[src/rtl/conv_stream_controller.sv]
// conv_stream_controller: sequences coefficient load and pixel streaming for the convolution datapath
module conv_stream_controller #(
  parameter int IMG_WIDTH     = 8,
  parameter int IMG_HEIGHT    = 6,
  parameter int KERNEL_WIDTH  = 3,
  parameter int KERNEL_HEIGHT = 3,
  parameter int NUM_COEF      = 9,
  parameter int LATENCY       = 4
) (
  input  logic        clk,
  input  logic        resetn,
  input  logic        start,
  input  logic        s_axis_tvalid,
  input  logic        s_axis_tlast,
  output logic        s_axis_tready,
  input  logic        m_axis_tready,
  output logic        m_axis_tvalid,
  output logic        m_axis_tlast,
  output logic        conv_we,
  output logic [13:0] conv_wr_addr,
  output logic        conv_ready,
  output logic        conv_eol,
  output logic        busy,
  output logic        done,
  output logic        err_tlast,
  output logic        err_overrun
);
  localparam int CW = $clog2(IMG_WIDTH + 1);
  localparam int RW = $clog2(IMG_HEIGHT + 1);
  typedef enum logic [2:0] {IDLE, LOAD, STREAM, DRAIN, DONE} state_t;
  state_t state, state_nxt;
  logic [13:0] coef_idx;
  logic [CW-1:0] col;
  logic [RW-1:0] row;
  logic [LATENCY-1:0] vpipe, lpipe, vpipe_nxt, lpipe_nxt;
  logic acc, eol_pos, last_pos, res_beat;
  always_comb begin
    s_axis_tready = (state == LOAD) | ((state == STREAM) & m_axis_tready);
    acc = s_axis_tvalid & s_axis_tready;
    eol_pos = col == CW'(IMG_WIDTH - 1);
    last_pos = eol_pos & (row == RW'(IMG_HEIGHT - 1));
    conv_we = acc & (state == LOAD);
    conv_wr_addr = conv_we ? coef_idx : '0;
    conv_ready = acc & (state == STREAM);
    conv_eol = conv_ready & eol_pos;
    res_beat = conv_ready & (row >= RW'(KERNEL_HEIGHT - 1)) & (col >= CW'(KERNEL_WIDTH - 1));
    // non-result cycles shift zeros in, so DRAIN ends once the next pipe is empty
    vpipe_nxt = (vpipe << 1) | LATENCY'(res_beat);
    lpipe_nxt = (lpipe << 1) | LATENCY'(res_beat & last_pos);
    m_axis_tvalid = vpipe[LATENCY-1];
    m_axis_tlast = lpipe[LATENCY-1] & vpipe[LATENCY-1];
    busy = state != IDLE;
    done = state == DONE;
    state_nxt = ((state == IDLE) & start) ? LOAD :
                (conv_we & (coef_idx == 14'(NUM_COEF - 1))) ? STREAM :
                (conv_ready & last_pos) ? DRAIN :
                ((state == DRAIN) & ~|vpipe_nxt) ? DONE :
                (state == DONE) ? IDLE : state;
  end
  always_ff @(posedge clk) begin
    if (!resetn) begin
      state <= IDLE;
      coef_idx <= '0;
      col <= '0;
      row <= '0;
      vpipe <= '0;
      lpipe <= '0;
      err_tlast <= 1'b0;
      err_overrun <= 1'b0;
    end else begin
      state <= state_nxt;
      vpipe <= vpipe_nxt;
      lpipe <= lpipe_nxt;
      if ((state == IDLE) & start) begin
        coef_idx <= '0;
        col <= '0;
        row <= '0;
        err_tlast <= 1'b0;
        err_overrun <= 1'b0;
      end else begin
        if (conv_we) coef_idx <= coef_idx + 14'd1;
        if (conv_ready) begin
          col <= eol_pos ? '0 : col + 1'b1;
          row <= eol_pos ? row + 1'b1 : row;
        end
        if (conv_ready & (s_axis_tlast != eol_pos)) err_tlast <= 1'b1;
        if (m_axis_tvalid & ~m_axis_tready) err_overrun <= 1'b1;
      end
    end
  end
endmodule

[config.mk]
export PLATFORM = sky130hd
export DESIGN_NAME = conv_stream_controller
export DESIGN_NICKNAME = d
export VERILOG_FILES = /design/src/rtl/conv_stream_controller.sv
export SDC_FILE = /design/constraint.sdc
export NUM_CORES = 1
export LEC_CHECK = 0
export ABC_AREA = 0
export BUFFER_PORTS_ARGS = -buffer_cell sky130_fd_sc_hd__buf_2
export CORE_MARGIN = 5
export CORE_UTILIZATION = 45
export DETAILED_ROUTE_END_ITERATION = 16
export PLACE_DENSITY = 0.76
export SKIP_CTS_REPAIR_TIMING = 1
export SLEW_MARGIN = 10
export SYNTH_ARGS = -nofsm -noshare
export SYNTH_HDL_FRONTEND = slang
export SYNTH_SLANG_ARGS = --single-unit
export TNS_END_PERCENT = 100
[constraint.sdc]
create_clock -name clk -period 1.7 [get_ports clk]
set_input_delay 0.085 -clock clk [delete_from_list [all_inputs] [get_ports clk]]
set_output_delay 0.085 -clock clk [all_outputs]
set_load 0.02 [all_outputs]
==> results of run 1 <==
## state kept, by name (all words and copies together) (netlist names)
name / flops
coef_idx: 14
col: 4
err_overrun: 1
err_tlast: 1
lpipe: 4
row: 3
state: 3
vpipe: 4
## routing by layer
| metal | up-vias | global-route usage, % |
|---|---|---|
| li1 | 720 | - |
| met1 | 642 | 18.4 |
| met2 | 20 | 23.5 |
| met3 | 8 | 3.73 |
| met4 | 0 | 10.4 |
| met5 | - | 0 |
## kinds of logic after synthesis
family | after synthesis | share of synthesized area [%]
simple gates | 96 | 34.2
compound gates | 25 | 8.20
buf+inv | 16 | 5.44
fa+ha+maj | 6 | 4.60
xor+xnor | 11 | 5.90
flops | 34 | 41.7
## report_power, final
group | total [mW] | leakage, nW | internal (mW) | switching, mW
Sequential | 0.806 | 0.276 | 0.799 | 0.00704
Combinational | 0.0982 | 0.505 | 0.0360 | 0.0622
Clock | 0.461 | 0.0353 | 0.200 | 0.261
Total | 1.37 | 0.816 | 1.04 | 0.330
## cells in the mapped netlist, drive strengths merged, types with 2 or more instances
| cell type | n | area share, % |
|---|---|---|
| o21ai | 8 | 2.5 |
| ha | 6 | 4.6 |
| a21oi | 14 | 4.3 |
| or3 | 4 | 1.5 |
| nand3 | 9 | 2.8 |
| nor3 | 4 | 1.5 |
| nand3b | 2 | 0.92 |
| buf | 4 | 2.4 |
| a211oi | 2 | 0.92 |
| nor4 | 6 | 2.3 |
| inv | 9 | 2.4 |
| nand4 | 8 | 4.4 |
| xnor2 | 4 | 2.1 |
| and2 | 19 | 7.3 |
| nor2 | 17 | 3.9 |
| xor2 | 7 | 3.8 |
| nand2 | 14 | 3.4 |
| nand2b | 2 | 0.77 |
| and3b | 2 | 1.1 |
| dfxtp | 34 | 42 |
| clkbuf | 3 | 0.69 |
| and3 | 3 | 1.2 |
## how the worst max path moves through the flow
stage | cells after the start | slack (ns) | end
after global routing | 4 | 0.02 | conv_eol
after CTS | 4 | -0.06 | conv_eol
after global placement | 6 | 0.18 | coef_idx[13]$_SDFFE_PP0P_
after detailed placement | 6 | 0.14 | coef_idx[13]$_SDFFE_PP0P_
final | 4 | 0.12 | conv_eol
after floorplan | 8 | 0.10 | state[0]$_SDFFE_PN0P_
## final cells by class
type / count / area [sq um]
clock buffers: 7 / 55.1
clock inverters: 1 / 5.00
fillers: 328 / 1490
inverters: 9 / 46.3
multi-input cells: 138 / 872
flip-flops and latches: 34 / 688
well taps: 46 / 57.6
repair buffers: 34 / 204
## per-stage QoR
stage               TNS, ns  hold WS (ns)  utilization [%]
finish                    0        0.0740             56.4
global route              0        0.0644             56.4
CTS                 -0.0750        0.0585             55.1
detailed placement        0         0.419             53.3
global placement          0         0.403             53.3
floorplan                 0         0.263                -
## critical path: cells and delay by family, from the launching register on
kind | cells | cell delay, ns
adder cells (fa/ha/maj) | 1 | 0.19
flip-flops | 1 | 0.38
buffers and inverters | 1 | 0.18
AND/OR/NAND/NOR | 2 | 0.41
==> summary.txt, run 1 <==
Yosys
  • Syn Inst Count: 188
  • Post-synthesis sequential area ratio: 41.7%
  • Post-Syn Area per Cell: 8.69 sq um
  • Syn_nets: 200
  • Asr flop ratio synth: 0%
  • Netlist cell types: 37
  • Post-synth EDFFs: 0
  • Synthesized area: 1630 sq um
  • Ys flop type: dfxtp_1
  • Synth Register Bits: 34
  • YS warnings: 0

Timing
  • RSZ-0062 raised after global routing: no
  • Min cycle time layout: 1.58 ns
  • Max Freq: 634 MHz
  • Slew Limit Headroom: 73.3%
  • Final setup margin: 0.124 ns
  • Final Max Slew Viols: 0
  • Fin crit share: 92.7%
  • Clock skew: 0.00975 ns
  • Final Hold Fails: 0
  • Final setup violation count: 0
  • Worst-Margin Slew: 0.397 ns

Drt
  • Starting DRC count in detailed routing: 83
  • Antenna Nets Post-Route: 0
  • # DRC: 0
  • Vias post-DR: 1390
  • Drt wl/cell: 12.5 um
  • DRT met1 WL: 1590 um
  • Routed WL: 3360 um
  • Max layer used: met4
  • Vias per std cell: slightly above 5
  • Met3 WL post-DR: around 130 um
  • DR WL met2: 1540 um
  • TritonRoute pass-1 iters: 4

Hold path
  • Hold Path Class: primary input to flop
  • Hold Path Cell Cnt: 2
  • HP Start: resetn
  • Worst-case hold path end point: vpipe[3]$_SDFF_PN0_

Pwr
  • Max VDD drop: about 0.37 mV
  • Pwr Total: 1.37 mW
  • Static leakage: 0.816 nW
  • Power Density: 708 nW/um^2

Setup path
  • Kind of end point of the critical path: output pin
  • Worst EP arrival: between 1 and 1.5 ns
  • Worst r2r dst: coef_idx[12]$_SDFFE_PP0P_
  • CP startpoint kind: flop
  • CP Launch Point: col[1]$_SDFFE_PP0P_
  • Reg2reg setup slack: ~0.21 ns
  • Worst Path Required: 1.62 ns
  • Crit-path max FO: 5
  • Slowest CP cell: dfxtp_2
  • CP max stage delay: 0.38 ns
  • Crit path cell chain: ha_1 > nand3b_1 > nor3_4 > buf_4
  • Crit path kind: flop to output pin
  • R2R depth: 6
  • Reg-to-Reg Start: state[1]$_SDFFE_PP0P_

Placement
  • Place WS: between 0.1 and 0.15 ns
  • Number of placed instances, taps included: about 260
  • Placer Congestion: about 0.80
  • Placed Area: roughly 1800 sq um
  • Port bufs: 29
  • DP HPWL: roughly 2400 um

Floorplanning
  • Row count: 21
  • IO Pins: 30
  • Initial core utilization: between 40% and 50%
  • Die H: 70.2 um
  • Core area: 3420 sq um
  • Die W: around 70 um
  • Die ar.: 4930 sq um

Cells and area
  • Area Overhead vs Synth: 18.1%
  • Commonest cells after routing, fill and taps aside: dfxtp_1 (30), buf_2 (27), and2_1 (19), nor2_1 (17), a21oi_1 (14)
  • Antenna cells: 0
  • Layout cells sized above 1: 23.8%
  • Most common cell after layout, fill and taps aside: dfxtp_1
  • Nets: 234
  • Finished Cell Area: 1930 sq um
  • Post-Layout Cell Count: between 200 and 300

Clock tree
  • Clk sink count: 34
  • Clock root buffer: clkbuf_4
  • # H-tree levels: 2
  • CTS tree: built
  • Worst-Skew Late Latency: 0.34 ns
  • Deepest clock path buffer count: 2
  • Reg clk slew, reported paths: about 0.1 ns
  • Num CTS Buffers: 5

Global route
  • Total GRT Usage: 15.2%
  • Number of global-route vias before repair: 1313
  • First-pass GRT wire length: 6010 um
  • Largest net degree at the start of global routing: 26
  • GRT Residual Overflow: 0
  • Initial antenna violation count: 0

Flow run
  • Maxcap violations: 0

Outcome
  • Status: finished clean
Power figures use the tool's default switching activity.
==> run 2: changes to the inputs <==
--- a/config.mk
+++ b/config.mk
@@ -6,9 +6,10 @@
 export NUM_CORES = 1
 export LEC_CHECK = 0
 export ABC_AREA = 0
-export BUFFER_PORTS_ARGS = -buffer_cell sky130_fd_sc_hd__buf_2
+export BUFFER_PORTS_ARGS = -buffer_cell sky130_fd_sc_hd__buf_4
 export CORE_MARGIN = 5
 export CORE_UTILIZATION = 45
+export CTS_BUF_LIST = sky130_fd_sc_hd__clkbuf_2
 export DETAILED_ROUTE_END_ITERATION = 16
 export PLACE_DENSITY = 0.76
 export SKIP_CTS_REPAIR_TIMING = 1
==> run 2 against run 1 <==
  * Worst setup slack got worse by 0.033 ns
  * Largest power group unchanged
  * Fmax shrank 2.1%
  * Sequential power barely moved
  * Clock power fell by 29%
  * Final area increased by 4.3%
  * Combinational power up 9%
  * Count of clock-buffer cells in the layout is 2 lower
  * First-iteration DRC count grew 93%
  * Utilization up 2.5 points
  * Hold slack worse by 0.025 ns
  * Register-to-register slack got worse by 0.03 ns
==> summary.txt, run 2 (synthesized netlist as in run 1, its figures left out) <==
Outcome
  • Status: finished clean

Global route
  • Initial antenna violation count: 0
  • Largest net degree at the start of global routing: 22
  • Most Crowded Layer GR: met2
  • Met2 Use GR: 22.6%
  • Total GRT Usage: 15.0%
  • Grt met1 use: 19.1%
  • GRT Residual Overflow: 0
  • Number of global-route vias before repair: 1313
  • Met3 usage: 5.88%
  • First-pass GRT wire length: 6000 um

Drt
  • Vias post-DR: 1393
  • Antenna Nets Post-Route: 0
  • Drt wl/cell: between 10 and 15 um
  • Starting DRC count in detailed routing: 160
  • Vias per std cell: 5.10
  • # DRC: 0
  • Routed WL: 3430 um
  • TritonRoute pass-1 iters: 4

Pwr
  • Sw Ratio: 25.5%
  • Power Density: 617 nW/um^2
  • Power Internal: 0.924 mW
  • Sequential power share: 65.0%
  • Static leakage: 0.828 nW
  • Sw power: 0.316 mW
  • Clock Power Share: 26.4%
  • Logic pwr share: between 8 and 9%
  • Max VDD drop: ~0.35 mV

Placement
  • Place WS: 0.116 ns
  • Placer Congestion: approximately 0.81
  • DP HPWL: roughly 2400 um
  • Port bufs: 29
  • Placed Area: between 1500 and 2000 sq um

Floorplanning
  • Die H: roughly 70 um
  • Core area: 3420 sq um
  • Row count: 21
  • IO Pins: 30
  • Die W: 70.2 um
  • Die ar.: 4930 sq um
  • Initial core utilization: 47.8%

Clock tree
  • Worst-Skew Late Latency: roughly 0.37 ns
  • Deepest clock path buffer count: 2
  • Num CTS Buffers: 5
  • Clk sink count: 34
  • Clock root buffer: clkbuf_2
  • Reg clk slew, reported paths: about 0.17 ns
  • CTS tree: built
  • # H-tree levels: 2

Cells and area
  • Commonest cells after routing, fill and taps aside: buf_4 (36), dfxtp_1 (29), and2_1 (19), nor2_1 (17), a21oi_1 (14)
  • Finished Cell Area: between 2000 and 2500 sq um
  • Layout cells sized above 1: 25.1%
  • Largest Register: coef_idx
  • Antenna cells: 0
  • Largest register FFs: 14
  • Most common cell after layout, fill and taps aside: buf_4
  • Nets: 240
  • Area Overhead vs Synth: 23.2%

Hold path
  • Hold Path Class: primary input to flop

Timing
  • Max Freq: 621 MHz
  • Slew Limit Headroom: 74.9%
  • Worst-Margin Slew: 0.374 ns
  • Fin crit share: between 90% and 100%
  • Min cycle time layout: 1.61 ns
  • Clock skew: 0.0180 ns
  • Final setup margin: 0.0907 ns
  • Final Hold Fails: 0
  • Final Max Slew Viols: 0
  • Final setup violation count: 0

Setup path
  • Worst Path Required: 1.62 ns
  • Crit-path max FO: 5
  • Worst EP arrival: 1.52 ns
  • Crit path kind: flop to output pin
  • CP startpoint kind: flop
  • Kind of end point of the critical path: output pin
  • Reg2reg setup slack: 0.18 ns

Flow run
  • Maxcap violations: 0
-- run 2: cell types whose count changed in the layout (fill, tap and decap cells not counted), sizes merged --
cell         before  now
clkbuf            7    5
dlygate4sd3       0    2
buf              34   38
-- run 2: final timing paths --
check	cells past startpoint	start	to
max	4	col[1]$_SDFFE_PP0P_	conv_eol
min	4	s_axis_tlast	err_tlast$_SDFFE_PP0P_
max reg2reg	7	col[1]$_SDFFE_PP0P_	row[1]$_SDFFE_PP0P_
min reg2reg	1	lpipe[1]$_SDFF_PN0_	lpipe[2]$_SDFF_PN0_
-- run 2: power groups by stage --
stage,clock (mW),sequential (mW),combinational [mW]
4_1_cts,0.341,0.809,0.100
5_1_grt,0.384,0.808,0.116
3_5_place_dp,0,0.826,0.0998
3_3_place_gp,0,0.825,0.0999
6_report,0.328,0.806,0.107
2_1_floorplan,0,0.824,0.0673
-- run 2: final cells by class --
cell class,instances,area (sq um)
repair buffers,40,313
fillers,324,1400
clock inverters,1,3.75
multi-input cells,138,875
flip-flops and latches,34,692
well taps,46,57.6
inverters,9,46.3
clock buffers,5,25.0
-- run 2: metal layers --
metal / routed length, um / up-vias / part of all wire, %
met4: 57 / 0 / 1.7
met2: 1630 / 25 / 47
met1: 1590 / 634 / 46
met5: 0 / - / 0
met3: 159 / 5 / 4.6
li1: - / 729 / -
-- run 2: per-stage QoR --
stage / total power, mW / hold slack [ns] / setup TNS [ns] / utilization (%) / instances
finish: 1.24 / 0.0491 / 0 / 58.9 / 273
global route: 1.31 / 0.0541 / -0.00908 / 58.9 / 273
CTS: 1.25 / -0.0307 / -0.160 / 56.1 / 266
detailed placement: 0.925 / 0.375 / 0 / 55.3 / 260
global placement: 0.925 / 0.372 / 0 / 55.3 / 260
floorplan: 0.891 / 0.263 / 0 / - / 188
-- run 2: worst max-delay path, cell delays in order, from the launching register on --
cell      delay (ns)
dfxtp_4         0.40
ha_2            0.19
nand3b_1        0.15
nor3_4          0.25
buf_6           0.15
==> run 3: changes to the inputs <==
--- a/config.mk
+++ b/config.mk
@@ -12,7 +12,6 @@
 export CTS_BUF_LIST = sky130_fd_sc_hd__clkbuf_2
 export DETAILED_ROUTE_END_ITERATION = 16
 export PLACE_DENSITY = 0.76
-export SKIP_CTS_REPAIR_TIMING = 1
 export SLEW_MARGIN = 10
 export SYNTH_ARGS = -nofsm -noshare
 export SYNTH_HDL_FRONTEND = slang
==> constraint.sdc (replaced) <==
create_clock -name clk -period 1.5 [get_ports clk]
set_input_delay 0.075 -clock clk [delete_from_list [all_inputs] [get_ports clk]]
set_output_delay 0.075 -clock clk [all_outputs]
set_load 0.02 [all_outputs]
==> run 3 against run 2 <==
  * The flow now finishes with violations (negative setup slack)
  * Critical path depth grew 1
  * Sequential share of layout area is 5.3 points lower
  * Sequential cell count unchanged
  * Final area rose by 19%
  * Largest power group unchanged
==> summary.txt, run 3 (synthesized netlist as in run 1, its figures left out) <==
Cells and area
  • FF/Latch Area: about 700 sq um
  • Largest register FFs: 14
  • Largest Register: coef_idx
  • Commonest cells after routing, fill and taps aside: buf_4 (35), dfxtp_1 (29), buf_6 (22), nor2_1 (14)
  • Area Overhead vs Synth: 46.3%
  • Most common cell after layout, fill and taps aside: buf_4
  • Filler cell count: 262
  • Layout cells sized above 1: between 40% and 50%
  • Antenna cells: 0
  • Nets: 259
  • Multi-input gate area: 1010 sq um
  • Final core utilization: 69.9%

Drt
  • Starting DRC count in detailed routing: 156
  • Routed WL: 4350 um
  • Vias per std cell: 5.40
  • Antenna Nets Post-Route: 0
  • Vias post-DR: 1588
  • TritonRoute pass-1 iters: 4
  • Drt wl/cell: 14.8 um
  • # DRC: 0

Setup path
  • R2R depth: 6
  • Crit-path max FO: 9
  • Kind of end point of the critical path: output pin
  • CP startpoint kind: flop
  • Crit path kind: flop to output pin
  • Worst Path Required: about 1.4 ns
  • Reg-to-Reg Start: state[1]$_SDFFE_PP0P_
  • Worst EP arrival: 1.50 ns
  • Reg2reg setup slack: -0.02 ns
  • Worst r2r dst: coef_idx[11]$_SDFFE_PP0P_

Timing
  • Worst hold slack: 0.00963 ns
  • Clock skew: 0.0121 ns
  • Final Hold Fails: 0
  • Min cycle time layout: around 1.6 ns
  • RSZ-0062 raised after global routing: yes
  • Setup TNS: -0.671 ns
  • Final setup violation count: 16
  • Fin crit share: 105%
  • Slew Limit Headroom: between 70% and 80%
  • Max Freq: 636 MHz
  • Worst-Margin Slew: 0.435 ns
  • Final Max Slew Viols: 0
  • Final setup margin: -0.0726 ns

Hold path
  • Worst-case hold path end point: err_overrun$_SDFFE_PP0P_
  • Hold Path Cell Cnt: 4
  • Hold Path Class: primary input to flop
  • HP Start: m_axis_tready

Floorplanning
  • Die H: 70.2 um
  • Die ar.: 4930 sq um
  • Core area: 3420 sq um
  • Initial core utilization: 47.8%
  • Row count: 21
  • Die W: 70.2 um
  • IO Pins: 30

Flow run
  • Maxcap violations: 0

Outcome
  • Status: finished, violations left
  • Failing checks: negative setup slack

Clock tree
  • Num CTS Buffers: 5
  • Deepest clock path buffer count: 2
  • CTS tree: built
  • Clk sink count: 34
  • Reg clk slew, reported paths: 0.18 ns
  • Clock root buffer: clkbuf_2
  • Worst-Skew Late Latency: 0.39 ns
  • # H-tree levels: 2

Global route
  • Largest net degree at the start of global routing: 26
  • Number of global-route vias before repair: 1500
  • Initial antenna violation count: 0
  • GRT Residual Overflow: 0
  • Total GRT Usage: 17.1%
  • First-pass GRT wire length: a little under 7000 um

Pwr
  • Power Density: 636 nW/um^2
  • Sw power: roughly 0.42 mW
  • Max VDD drop: 0.402 mV
  • Sequential power share: between 60% and 70%
  • Clock Power Share: 28.5%
  • Sw Ratio: 27.6%
  • Logic pwr share: 11.5%
  • Pwr Total: approximately 1.5 mW
  • Power Internal: around 1.1 mW
  • Static leakage: 1.00 nW

Placement
  • Place WS: 0.0791 ns
  • Placer Congestion: 0.828
  • DP HPWL: 2620 um
  • Port bufs: 29
run 3: cell types whose count changed in the layout (fill, tap and decap cells not counted), sizes merged:
cell         before  now
inv               8    9
clkbuf            5    6
buf              38   58
dlygate4sd3       2    1
run 3: worst max-delay path by stage:
stage / startpoint / depth (start not counted) / to
floorplan: state[1]$_SDFFE_PP0P_ / 8 / state[0]$_SDFFE_PN0P_
global placement: col[1]$_SDFFE_PP0P_ / 4 / col[3]$_SDFFE_PP0P_
detailed placement: state[2]$_SDFFE_PP0P_ / 5 / state[0]$_SDFFE_PN0P_
CTS: state[1]$_SDFFE_PP0P_ / 6 / conv_wr_addr[7]
global route: state[1]$_SDFFE_PP0P_ / 5 / conv_eol
finish: state[1]$_SDFFE_PP0P_ / 5 / conv_wr_addr[7]
run 3: stage by stage:
step	instances	cell area [sq um]
5_1_grt	294	2390
4_1_cts	291	2230
6_report	294	2390
3_3_place_gp	272	1990
3_5_place_dp	272	1990
2_1_floorplan	188	1640
run 3: area by class of cell:
type                            instances  share of cell area [%]
Clock inverter                          2                   0.367
Inverter                                9                    1.94
Tap cell                               46                    2.41
Timing Repair Buffer                   59                    22.6
Multi-Input combinational cell        138                    42.3
Sequential cell                        34                    29.1
Clock buffer                            6                    1.26
run 3: metal layers:
metal  part of all wire, %  global-route usage (%)  up-vias  wire [um]
met5                     0                       0        -          0
met4                   1.9                    7.66        0         82
met3                   6.2                    3.87       10        270
met2                    51                    27.4       57       2230
met1                    41                    21.9      757       1770
li1                      -                       -      764          -
run 3: power by group through the flow:
| stage | Combinational (mW) | Clock [mW] | Sequential, mW |
|---|---|---|---|
| after global placement | 0.132 | 0 | 0.931 |
| after CTS | 0.163 | 0.430 | 0.913 |
| after global routing | 0.186 | 0.475 | 0.913 |
| after floorplan | 0.0764 | 0 | 0.934 |
| final | 0.175 | 0.432 | 0.912 |
| after detailed placement | 0.133 | 0 | 0.931 |
run 3: timing repair:
item | in CTS | in global routing
gates cloned | 1 | 0
gates resized for setup | 32 | 32
setup buffers | 9 | 4
pin swaps | 3 | 2
endpoints found under the setup margin | 14 | 30
hold buffers | 1 | 0
endpoints found under the hold margin | 7 | 0
run 3: critical path, cell delays in order, from the launching register on:
cell	delay [ns]
dfxtp_2	0.36
nand4bb_4	0.27
inv_8	0.12
buf_6	0.12
and2_4	0.14
buf_6	0.11
